===== src/rtl/sr_drv_pkg.sv =====
`default_nettype none
// ---------------------------------------------------------------------------
// sr_drv_pkg : shared types and constants for the SR bank driver
// Revision   : 1.0
// ---------------------------------------------------------------------------
package sr_drv_pkg;

  typedef enum logic [1:0] {
    IDLE   = 2'd0,
    DRIVE  = 2'd1,
    SETTLE = 2'd2,
    CHECK  = 2'd3
  } state_t;

  // {s, r} excitation codes as seen by one SR flip-flop
  localparam logic [1:0] SR_HOLD    = 2'b00;
  localparam logic [1:0] SR_RST     = 2'b01;
  localparam logic [1:0] SR_SET     = 2'b10;
  localparam logic [1:0] SR_ILLEGAL = 2'b11;

  function automatic int clog2(input int value);
    int res;
    res = 0;
    for (int i = 0; i < 31; i++) begin
      if ((1 << i) < value) res = i + 1;
    end
    return res;
  endfunction

endpackage
`default_nettype wire


===== src/rtl/sr_excite_enc.sv =====
`default_nettype none
// ---------------------------------------------------------------------------
// sr_excite_enc : per-bit S/R excitation encoder; never emits the 11 code
// Revision      : 1.0
// ---------------------------------------------------------------------------
module sr_excite_enc
  import sr_drv_pkg::*;
(
  input  logic cur,
  input  logic tgt,
  input  logic frc,
  output logic s,
  output logic r
);

  logic [1:0] code;

  always_comb begin
    code = SR_HOLD;
    if (frc) begin
      code = tgt ? SR_SET : SR_RST;
    end else if (tgt && !cur) begin
      code = SR_SET;
    end else if (!tgt && cur) begin
      code = SR_RST;
    end
  end

  assign {s, r} = code;

endmodule
`default_nettype wire


===== src/rtl/sr_bank_driver.sv =====
`default_nettype none
// ---------------------------------------------------------------------------
// sr_bank_driver : writes target words into an SR flip-flop bank, verifies
//                  the readback, retries with forced drive, flags stuck bits
// Revision       : 1.0
// ---------------------------------------------------------------------------
module sr_bank_driver
  import sr_drv_pkg::*;
#(
  parameter int WIDTH         = 8,
  parameter int SETTLE_CYCLES = 1,
  parameter int MAX_RETRY     = 2
) (
  input  logic             clk,
  input  logic             rst,
  input  logic             req_valid,
  output logic             req_ready,
  input  logic [WIDTH-1:0] req_data,
  input  logic             req_force,
  output logic [WIDTH-1:0] s_out,
  output logic [WIDTH-1:0] r_out,
  input  logic [WIDTH-1:0] q_in,
  output logic             busy,
  output logic             done,
  output logic             err,
  output logic [WIDTH-1:0] err_bits,
  input  logic             err_clr
);

  localparam int RETRY_W  = (clog2(MAX_RETRY + 1) < 1) ? 1 : clog2(MAX_RETRY + 1);
  localparam int SETTLE_W = (clog2(SETTLE_CYCLES + 1) < 1) ? 1 : clog2(SETTLE_CYCLES + 1);
  localparam logic [RETRY_W-1:0]  RETRY_MAX   = RETRY_W'(MAX_RETRY);
  localparam logic [SETTLE_W-1:0] SETTLE_LAST =
      SETTLE_W'((SETTLE_CYCLES > 0) ? SETTLE_CYCLES - 1 : 0);

  state_t              state_q, state_d;
  logic [WIDTH-1:0]    tgt_q, tgt_d;
  logic                frc_q, frc_d;
  logic [WIDTH-1:0]    shadow_q, shadow_d;
  logic [RETRY_W-1:0]  retry_q, retry_d;
  logic [SETTLE_W-1:0] settle_q, settle_d;
  logic                done_q, done_d;
  logic                err_q, err_d;
  logic [WIDTH-1:0]    err_bits_q, err_bits_d;

  logic [WIDTH-1:0]    enc_s, enc_r;
  logic [WIDTH-1:0]    mismatch;

  for (genvar i = 0; i < WIDTH; i++) begin : g_enc
    sr_excite_enc u_enc (
      .cur (shadow_q[i]),
      .tgt (tgt_q[i]),
      .frc (frc_q),
      .s   (enc_s[i]),
      .r   (enc_r[i])
    );
  end

  assign mismatch = q_in ^ tgt_q;

  always_comb begin
    state_d    = state_q;
    tgt_d      = tgt_q;
    frc_d      = frc_q;
    shadow_d   = shadow_q;
    retry_d    = retry_q;
    settle_d   = settle_q;
    done_d     = 1'b0;
    err_d      = err_q;
    err_bits_d = err_bits_q;

    // A failure recorded in this same cycle is ORed on top of the cleared value
    if (err_clr) begin
      err_d      = 1'b0;
      err_bits_d = '0;
    end

    case (state_q)
      IDLE: begin
        if (req_valid) begin
          tgt_d   = req_data;
          frc_d   = req_force;
          retry_d = '0;
          state_d = DRIVE;
        end
      end
      DRIVE: begin
        settle_d = '0;
        state_d  = (SETTLE_CYCLES == 0) ? CHECK : SETTLE;
      end
      SETTLE: begin
        if (settle_q == SETTLE_LAST) begin
          state_d = CHECK;
        end else begin
          settle_d = settle_q + 1'b1;
        end
      end
      CHECK: begin
        if (mismatch == '0) begin
          shadow_d = tgt_q;
          done_d   = 1'b1;
          state_d  = IDLE;
        end else if (retry_q < RETRY_MAX) begin
          retry_d  = retry_q + 1'b1;
          shadow_d = q_in;
          frc_d    = 1'b1;
          state_d  = DRIVE;
        end else begin
          err_d      = 1'b1;
          err_bits_d = err_bits_d | mismatch;
          shadow_d   = q_in;
          done_d     = 1'b1;
          state_d    = IDLE;
        end
      end
      default: state_d = IDLE;
    endcase
  end

  always_ff @(posedge clk or posedge rst) begin
    if (rst) begin
      state_q    <= IDLE;
      tgt_q      <= '0;
      frc_q      <= 1'b0;
      shadow_q   <= '0;
      retry_q    <= '0;
      settle_q   <= '0;
      done_q     <= 1'b0;
      err_q      <= 1'b0;
      err_bits_q <= '0;
    end else begin
      state_q    <= state_d;
      tgt_q      <= tgt_d;
      frc_q      <= frc_d;
      shadow_q   <= shadow_d;
      retry_q    <= retry_d;
      settle_q   <= settle_d;
      done_q     <= done_d;
      err_q      <= err_d;
      err_bits_q <= err_bits_d;
    end
  end

  // Gated by state so the async reset drops the excitation without an edge
  assign s_out     = (state_q == DRIVE) ? enc_s : '0;
  assign r_out     = (state_q == DRIVE) ? enc_r : '0;
  assign req_ready = (state_q == IDLE);
  assign busy      = (state_q != IDLE);
  assign done      = done_q;
  assign err       = err_q;
  assign err_bits  = err_bits_q;

endmodule
`default_nettype wire


===== config.mk =====
export PLATFORM = sky130hd
export DESIGN_NAME = sr_bank_driver
export DESIGN_NICKNAME = d
export VERILOG_FILES = /design/src/rtl/sr_drv_pkg.sv /design/src/rtl/sr_excite_enc.sv /design/src/rtl/sr_bank_driver.sv
export SDC_FILE = /design/constraint.sdc
export NUM_CORES = 1
export LEC_CHECK = 0
export CAP_MARGIN = 20
export CORE_MARGIN = 1.5
export CORE_UTILIZATION = 46
export CTS_CLUSTER_DIAMETER = 80
export DETAILED_ROUTE_END_ITERATION = 12
export GPL_TIMING_DRIVEN = 1
export MAX_ROUTING_LAYER = met4
export PLACE_DENSITY = 0.79
export SETUP_SLACK_MARGIN = 0.5
export SLEW_MARGIN = 30
export SYNTH_ARGS = -nofsm -noshare
export SYNTH_HDL_FRONTEND = slang
export SYNTH_HIERARCHICAL = 1
export SYNTH_SLANG_ARGS = --single-unit

===== constraint.sdc =====
create_clock -name clk -period 1.8 [get_ports clk]
set_clock_uncertainty 0.2 [all_clocks]
set_input_delay 0.27 -clock clk [delete_from_list [all_inputs] [get_ports clk]]
set_output_delay 0.27 -clock clk [all_outputs]
set_load 0.01 [all_outputs]

* After elaboration in Yosys (flattened, before gate mapping)
Cells that the tools add are included.
** Operators by class
- Add/subtract/negate cells :: 2
- Magnitude comparators :: 1
- Equal/unequal tests :: 7
- Multiplexer cells :: 61
- Bitwise gates (word level) :: 2
- Reduce and logical (&&, ||, !) cells :: 40
** Operator list (count)
- $mux W2 :: 29
- $mux W8 :: 7
- $mux W1 :: 21
- $logic_and A1 B1 Y1 :: 16
- $logic_not A1 Y1 :: 16
- $logic_not A8 Y1 :: 1
- $ne A2 B2 Y1 const B :: 4
- $or A8 B8 Y8 :: 1
- $pmux W2 S4 :: 1
- $xor A8 B8 Y8 :: 1
- $reduce_bool A2 Y1 :: 3
- $eq A2 B2 Y1 const B :: 2
- $pmux W1 S2 :: 2
- $pmux W2 S2 :: 1
- $reduce_and A2 Y1 :: 2
- $reduce_and A4 Y1 :: 1
- $add A2 B1 Y2 const B :: 1
- $eq A2 B1 Y1 const B :: 1
- $logic_not A2 Y1 :: 1
- $lt A2 B2 Y1 const B :: 1
- $add A1 B1 Y1 const B :: 1
** Word-level totals
- Flip-flop bits (word level) :: 32
- Output and inout bits :: 28
- Word-level logic and storage cells :: 122

* Logic depth before layout (Yosys ltp)
- Depth after elaboration :: 6
- Gate-level depth with buffers :: 7
- Mapped depth without buffers :: 6

* By module
The synthesis kept the hierarchy.
** Modules (own cells, without submodules)
- sr_bank_driver :: instances 1, cells an instance 122, area each 1443.9 um2, sequential area each 775.7 um2
- sr_excite_enc :: instances 8, cells an instance 4, area each 18.8 um2, sequential area each 0.0 um2

* Worst setup path after synthesis
OpenSTA, ideal clock, no wires.
- Path type :: flip-flop to flip-flop
- Start point :: register state_q[0]
- End point :: register tgt_q[0]
- Data arrival time :: 1.332 ns
- Data required time :: 1.475 ns
- Setup slack :: 0.144 ns
- Stages on the path, launching flop included :: 6
- Path through :: dfrtp_1 inv_1 ha_1 nand2_1 buf_2 mux2_2
** On the way
- Word-level cells in the longest chain between the ends :: 2
** RTL lines
- start, declared :: RTL line sr_bank_driver.sv:36 : state_t state_q, state_d;
- start signal, assigned :: RTL line sr_bank_driver.sv:132 : state_q <= state_d;
- $logic_not A2 Y1
- via req_ready :: RTL line sr_bank_driver.sv:17 : output logic req_ready,
- $reduce_and A2 Y1 (no line)
- end signal, assigned :: RTL line sr_bank_driver.sv:133 : tgt_q <= tgt_d;
- end, declared :: RTL line sr_bank_driver.sv:37 : logic [WIDTH-1:0] tgt_q, tgt_d;
The timed path passes the listed nets, and every way through them passes these cells.
A chain may end at the register's enable or synchronous reset.

* Final worst setup path
- Start point :: register frc_q
- End point :: output port r_out[3]
** On the way
- Word-level cells in the longest chain between the ends :: 2
** RTL lines
- start, declared :: RTL line sr_bank_driver.sv:38 : logic frc_q, frc_d;
- start signal, assigned :: RTL line sr_bank_driver.sv:134 : frc_q <= frc_d;
- $mux W2 :: RTL line sr_excite_enc.sv:20 : if (frc) begin
- via enc_r[3] :: RTL line sr_bank_driver.sv:46 : logic [WIDTH-1:0] enc_s, enc_r;
- $mux W8 :: RTL line sr_bank_driver.sv:146 : assign r_out = (state_q == DRIVE) ? enc_r : '0;
- end, declared :: RTL line sr_bank_driver.sv:21 : output logic [WIDTH-1:0] r_out,
The timed path passes the listed nets, and every way through them passes these cells.

==> out/results.md <==
| Parameter | This run |
|:---|:---|
| Remaining Overflow, GRT | 0 |
| Per-cell routed wire length | 21.8 um |
| Minimum clock period after layout | 1.89 ns |
| Instance count of the mapped netlist | 154 |
| Placeable core region | 3340 um2 |
| Highest ir drop seen on vdd | 1.27 mV |
| Tightest Hold Check Type | primary input to asynchronous set/reset pin |
| Rows | 21 |
| Clock slew at the register clock pins of the worst setup and hold paths | 0.10 ns |
| Origin of the worst setup path | frc_q |
| CP top delay family | flip-flops |
| Critical Path, Cell by Cell | buf_8 > nor2_1 > nor2_1 > and2_1 > buf_2 |
| Area fraction of the dominant cell type after synthesis | 48.7% |
| Via count normalized by instance count | 5.61 |
| Critical register-to-register path endpoint | retry_q[1] |
| Worst Tran Pin Value | 0.454 ns |
| Post-placement cell area | 2310 um2 |
| Horiz. Die Dim | 61.9 um |
| Syn nets | 178 |
| Worst-path maximum fanout | 8 |
| Post-synthesis cell type count | 26 |
| Max-cap violations | 0 |
| Startpoint types | flip-flop |
| Initial antenna violation count | 0 |
| Remaining DRCs | 0 |
| Clock Tree Root | sky130_fd_sc_hd__clkbuf_4 |
| Count of buffer and inverter cells on the critical path | 2 |
| Fraction of the cycle the final worst path needs | 105% |
| Post-Place Worst Slack | -0.251 ns |
| Share of cells above drive strength 1 | 67.5% |
| Clock tree from TritonCTS | yes |
| Switching part of the total power | 40.6% |
| Number of buffers inserted during clock tree synthesis | 5 |
| Final nets | 276 |
| RSZ-0062 raised after global routing | true |
| First-pass GRT wire length | 7700 um |
| Post-route worst setup slack | -0.0932 ns |
| Seq pwr share | 25.1% |
| CP Capture Point | r_out[3] |
| Antenna viol nets, final | 0 |
| Maximum frequency from static timing analysis | 528 MHz |
| Net switching power | 0.00225 W |
| Depth of the most critical reg-to-reg path | 5 |
| Worst reg-to-reg setup slack | -0.05 ns |
| Clock share of power | 7.8% |
| Required time reported for the critical path endpoint | 1.33 ns |
| Arrival time at the worst endpoint | 1.42 ns |
| Num ports | 49 |
| Library cell contributing the largest single delay on the critical path | sky130_fd_sc_hd__dfrtp_2 |
| Critical Setup Path Class | flip-flop to output port |
| Leading cell types by total area after synthesis | sky130_fd_sc_hd__dfrtp_1 (49%), sky130_fd_sc_hd__mux2_2 (11%), sky130_fd_sc_hd__and2_1 (6.7%) |
| Count of inserted antenna diode cells | 0 |
| Yosys reg bits | 31 |
| Area of the die | 3830 um2 |
| Height of the chip | 61.9 um |
| Total number of H-tree levels | 2 |
| Total via count after detailed routing | 1672 |
| Final weighted congestion of routability-driven global placement | 0.792 |
| Number of gates on the worst path with buffers counted | 5 |
| Top cell type by total area after synthesis | sky130_fd_sc_hd__dfrtp_1 |
| Iteration count of the initial detailed-routing pass | 4 |
| Worst rel slew slack | 69.6% |
| Most prevalent standard cell on the critical path | sky130_fd_sc_hd__nor2_1 |
| Final hold violations | 0 |
| Final-report max-slew violation count | 0 |
| Failing checks | negative setup slack |
| Critical register-to-register path startpoint | tgt_q[6] |
| Count of final setup violators | 19 |
| Crit path capture type | output port |
| Vias in the first global route | 1548 |
| Wire length reported by the detailed router | 6510 um |
| Result of the run | finished with violations |
| Largest net degree at the start of global routing | 32 |
| TNS Setup | -1.18 ns |
| Syn. warnings | 6 |
| Delay of the slowest cell on the worst path | 0.46 ns |
| Count of routing violations after the opening detailed-route iteration | 95 |
| Area growth syn-to-layout | 91.1% |
| Number of clock sinks | 31 |
| DPL Wire Length | 3020 um |
| Maximum count of clock buffers along a single path | 2 |
| Cell area power density | 1820 nW/um2 |
| Portion of the post-synthesis area used by sequential elements | 48.7% |
| Share of the core filled with cells | 91.3% |
| Total track usage | 30.9% |
| Leakage power summed over all cells | 1.48 nW |
| Finished layout cell area | 3050 um2 |
| Relative contribution of combinational cells to total power | 67.1% |
| Mean cell area of the mapped netlist | 10.4 um2 |
| Effective utilization at floorplan | 47.8% |
| Latest clock arrival within the worst-skew pair | 0.35 ns |
| IO buf count | 48 |
| Cell-internal power | 0.00329 W |
| Post-synthesis cell area | 1590 um2 |
## worst min-delay path by stage
stage | startpoint | end | slack (ns) | cells past startpoint
global placement | err_bits[3] | err_bits[3] | 0.28 | 1
detailed placement | err_bits[4] | err_bits[4] | 0.28 | 1
CTS | rst | tgt_q[1] | 0.13 | 3
floorplan | rst | done | 0.17 | 1
finish | rst | retry_q[0] | 0.10 | 3
global route | q_in[2] | shadow_q[2] | 0.14 | 2
## layout by cell type (no fill, tap or decap), types with 6 or more instances in the layout
cell                              synthesis  layout
sky130_fd_sc_hd__buf_4                    0      31
sky130_fd_sc_hd__a21boi_2                 0       6
sky130_fd_sc_hd__and2_4                   0      13
sky130_fd_sc_hd__buf_2                    2      12
sky130_fd_sc_hd__mux2_4                   0      16
sky130_fd_sc_hd__buf_6                    0      27
sky130_fd_sc_hd__xnor2_2                  0       7
sky130_fd_sc_hd__nor2_1                  17       9
sky130_fd_sc_hd__clkdlybuf4s50_1          0      19
sky130_fd_sc_hd__dfrtp_1                 31      28
sky130_fd_sc_hd__inv_2                    0       6
## power groups by stage
stage	registers [W]	logic [W]	clock network (W)
2_1_floorplan	0.00125	0.00132	0
3_3_place_gp	0.00123	0.00217	0
3_5_place_dp	0.00125	0.00226	0
4_1_cts	0.00130	0.00297	0.000425
5_1_grt	0.00141	0.00390	0.000474
6_report	0.00139	0.00372	0.000433
## stage by stage
step / cells / total power (W) / hold WS, ns
floorplan: 154 / 0.00257 / 0.173
global placement: 261 / 0.00340 / 0.276
global route: 298 / 0.00579 / 0.136
CTS: 285 / 0.00469 / 0.131
detailed placement: 261 / 0.00351 / 0.276
finish: 298 / 0.00554 / 0.104
## routing by layer
layer	vias up	track usage (%)	share of wire (%)
met4	0	17.9	5.5
li1	720	-	-
met2	99	52.9	51
met3	34	7.25	6.4
met1	819	32.2	37
met5	-	-	0
## synthesized netlist by cell type
master / number
sky130_fd_sc_hd__dfrtp_1: 31
sky130_fd_sc_hd__and2_1: 17
sky130_fd_sc_hd__nor2_1: 17
sky130_fd_sc_hd__mux2_2: 16
sky130_fd_sc_hd__inv_1: 15
sky130_fd_sc_hd__a21boi_1: 8
sky130_fd_sc_hd__o2bb2ai_1: 8
sky130_fd_sc_hd__xnor2_1: 8
sky130_fd_sc_hd__o21ai_0: 6
sky130_fd_sc_hd__nand2_1: 4
sky130_fd_sc_hd__ha_1: 3
sky130_fd_sc_hd__a21oi_1: 2
sky130_fd_sc_hd__a31oi_1: 2
sky130_fd_sc_hd__buf_2: 2
sky130_fd_sc_hd__clkbuf_1: 2
sky130_fd_sc_hd__nand4_1: 2
sky130_fd_sc_hd__o211ai_1: 2
sky130_fd_sc_hd__a22o_1: 1
sky130_fd_sc_hd__a2bb2oi_1: 1
sky130_fd_sc_hd__clkinv_1: 1
sky130_fd_sc_hd__nand2b_1: 1
sky130_fd_sc_hd__nand3b_1: 1
sky130_fd_sc_hd__nor2b_1: 1
sky130_fd_sc_hd__o21bai_1: 1
sky130_fd_sc_hd__o22ai_1: 1
sky130_fd_sc_hd__or2_1: 1
## sequential cells by signal, summed over array words and instances, names as in the netlist
name      flops
retry_q       2
shadow_q      8
err_bits      8
frc_q         1
done          1
tgt_q         8
state_q       2
err           1
## worst register-to-register path, cell delays in order (launching register included)
cell and delay, ns:
sky130_fd_sc_hd__dfrtp_1 0.47, sky130_fd_sc_hd__xnor2_2 0.23, sky130_fd_sc_hd__nand4_1 0.25, sky130_fd_sc_hd__buf_4 0.22, sky130_fd_sc_hd__o211ai_1 0.23, sky130_fd_sc_hd__a21oi_1 0.12
## cell type report
type	count	area, um2
Multi-Input combinational cell	104	1210
Timing Repair Buffer	94	870
Sequential cell	31	779
Fill cell	122	290
Inverter	16	73.8
Tap cell	46	57.6
Clock buffer	6	51.3
Clock inverter	1	5.00
## logic make-up after synthesis
logic type               Yosys count  synth area share, %
flip-flops                        31                 48.7
AO/OA/AOI/OAI                     32                 14.4
XOR/XNOR                           8                 4.40
buffers and inverters             20                 4.87
AND/OR/NAND/NOR                   44                 14.1
adder cells (fa/ha/maj)            3                 2.36
multiplexers                      16                 11.3
## timing repair
action,in CTS,in global routing
setup endpoints to repair,59,59
setup buffers,16,13
pin swaps,37,30
hold buffers,0,0
resized for setup,198,48
gates cloned,1,0
(Power assumes the default switching activity.)
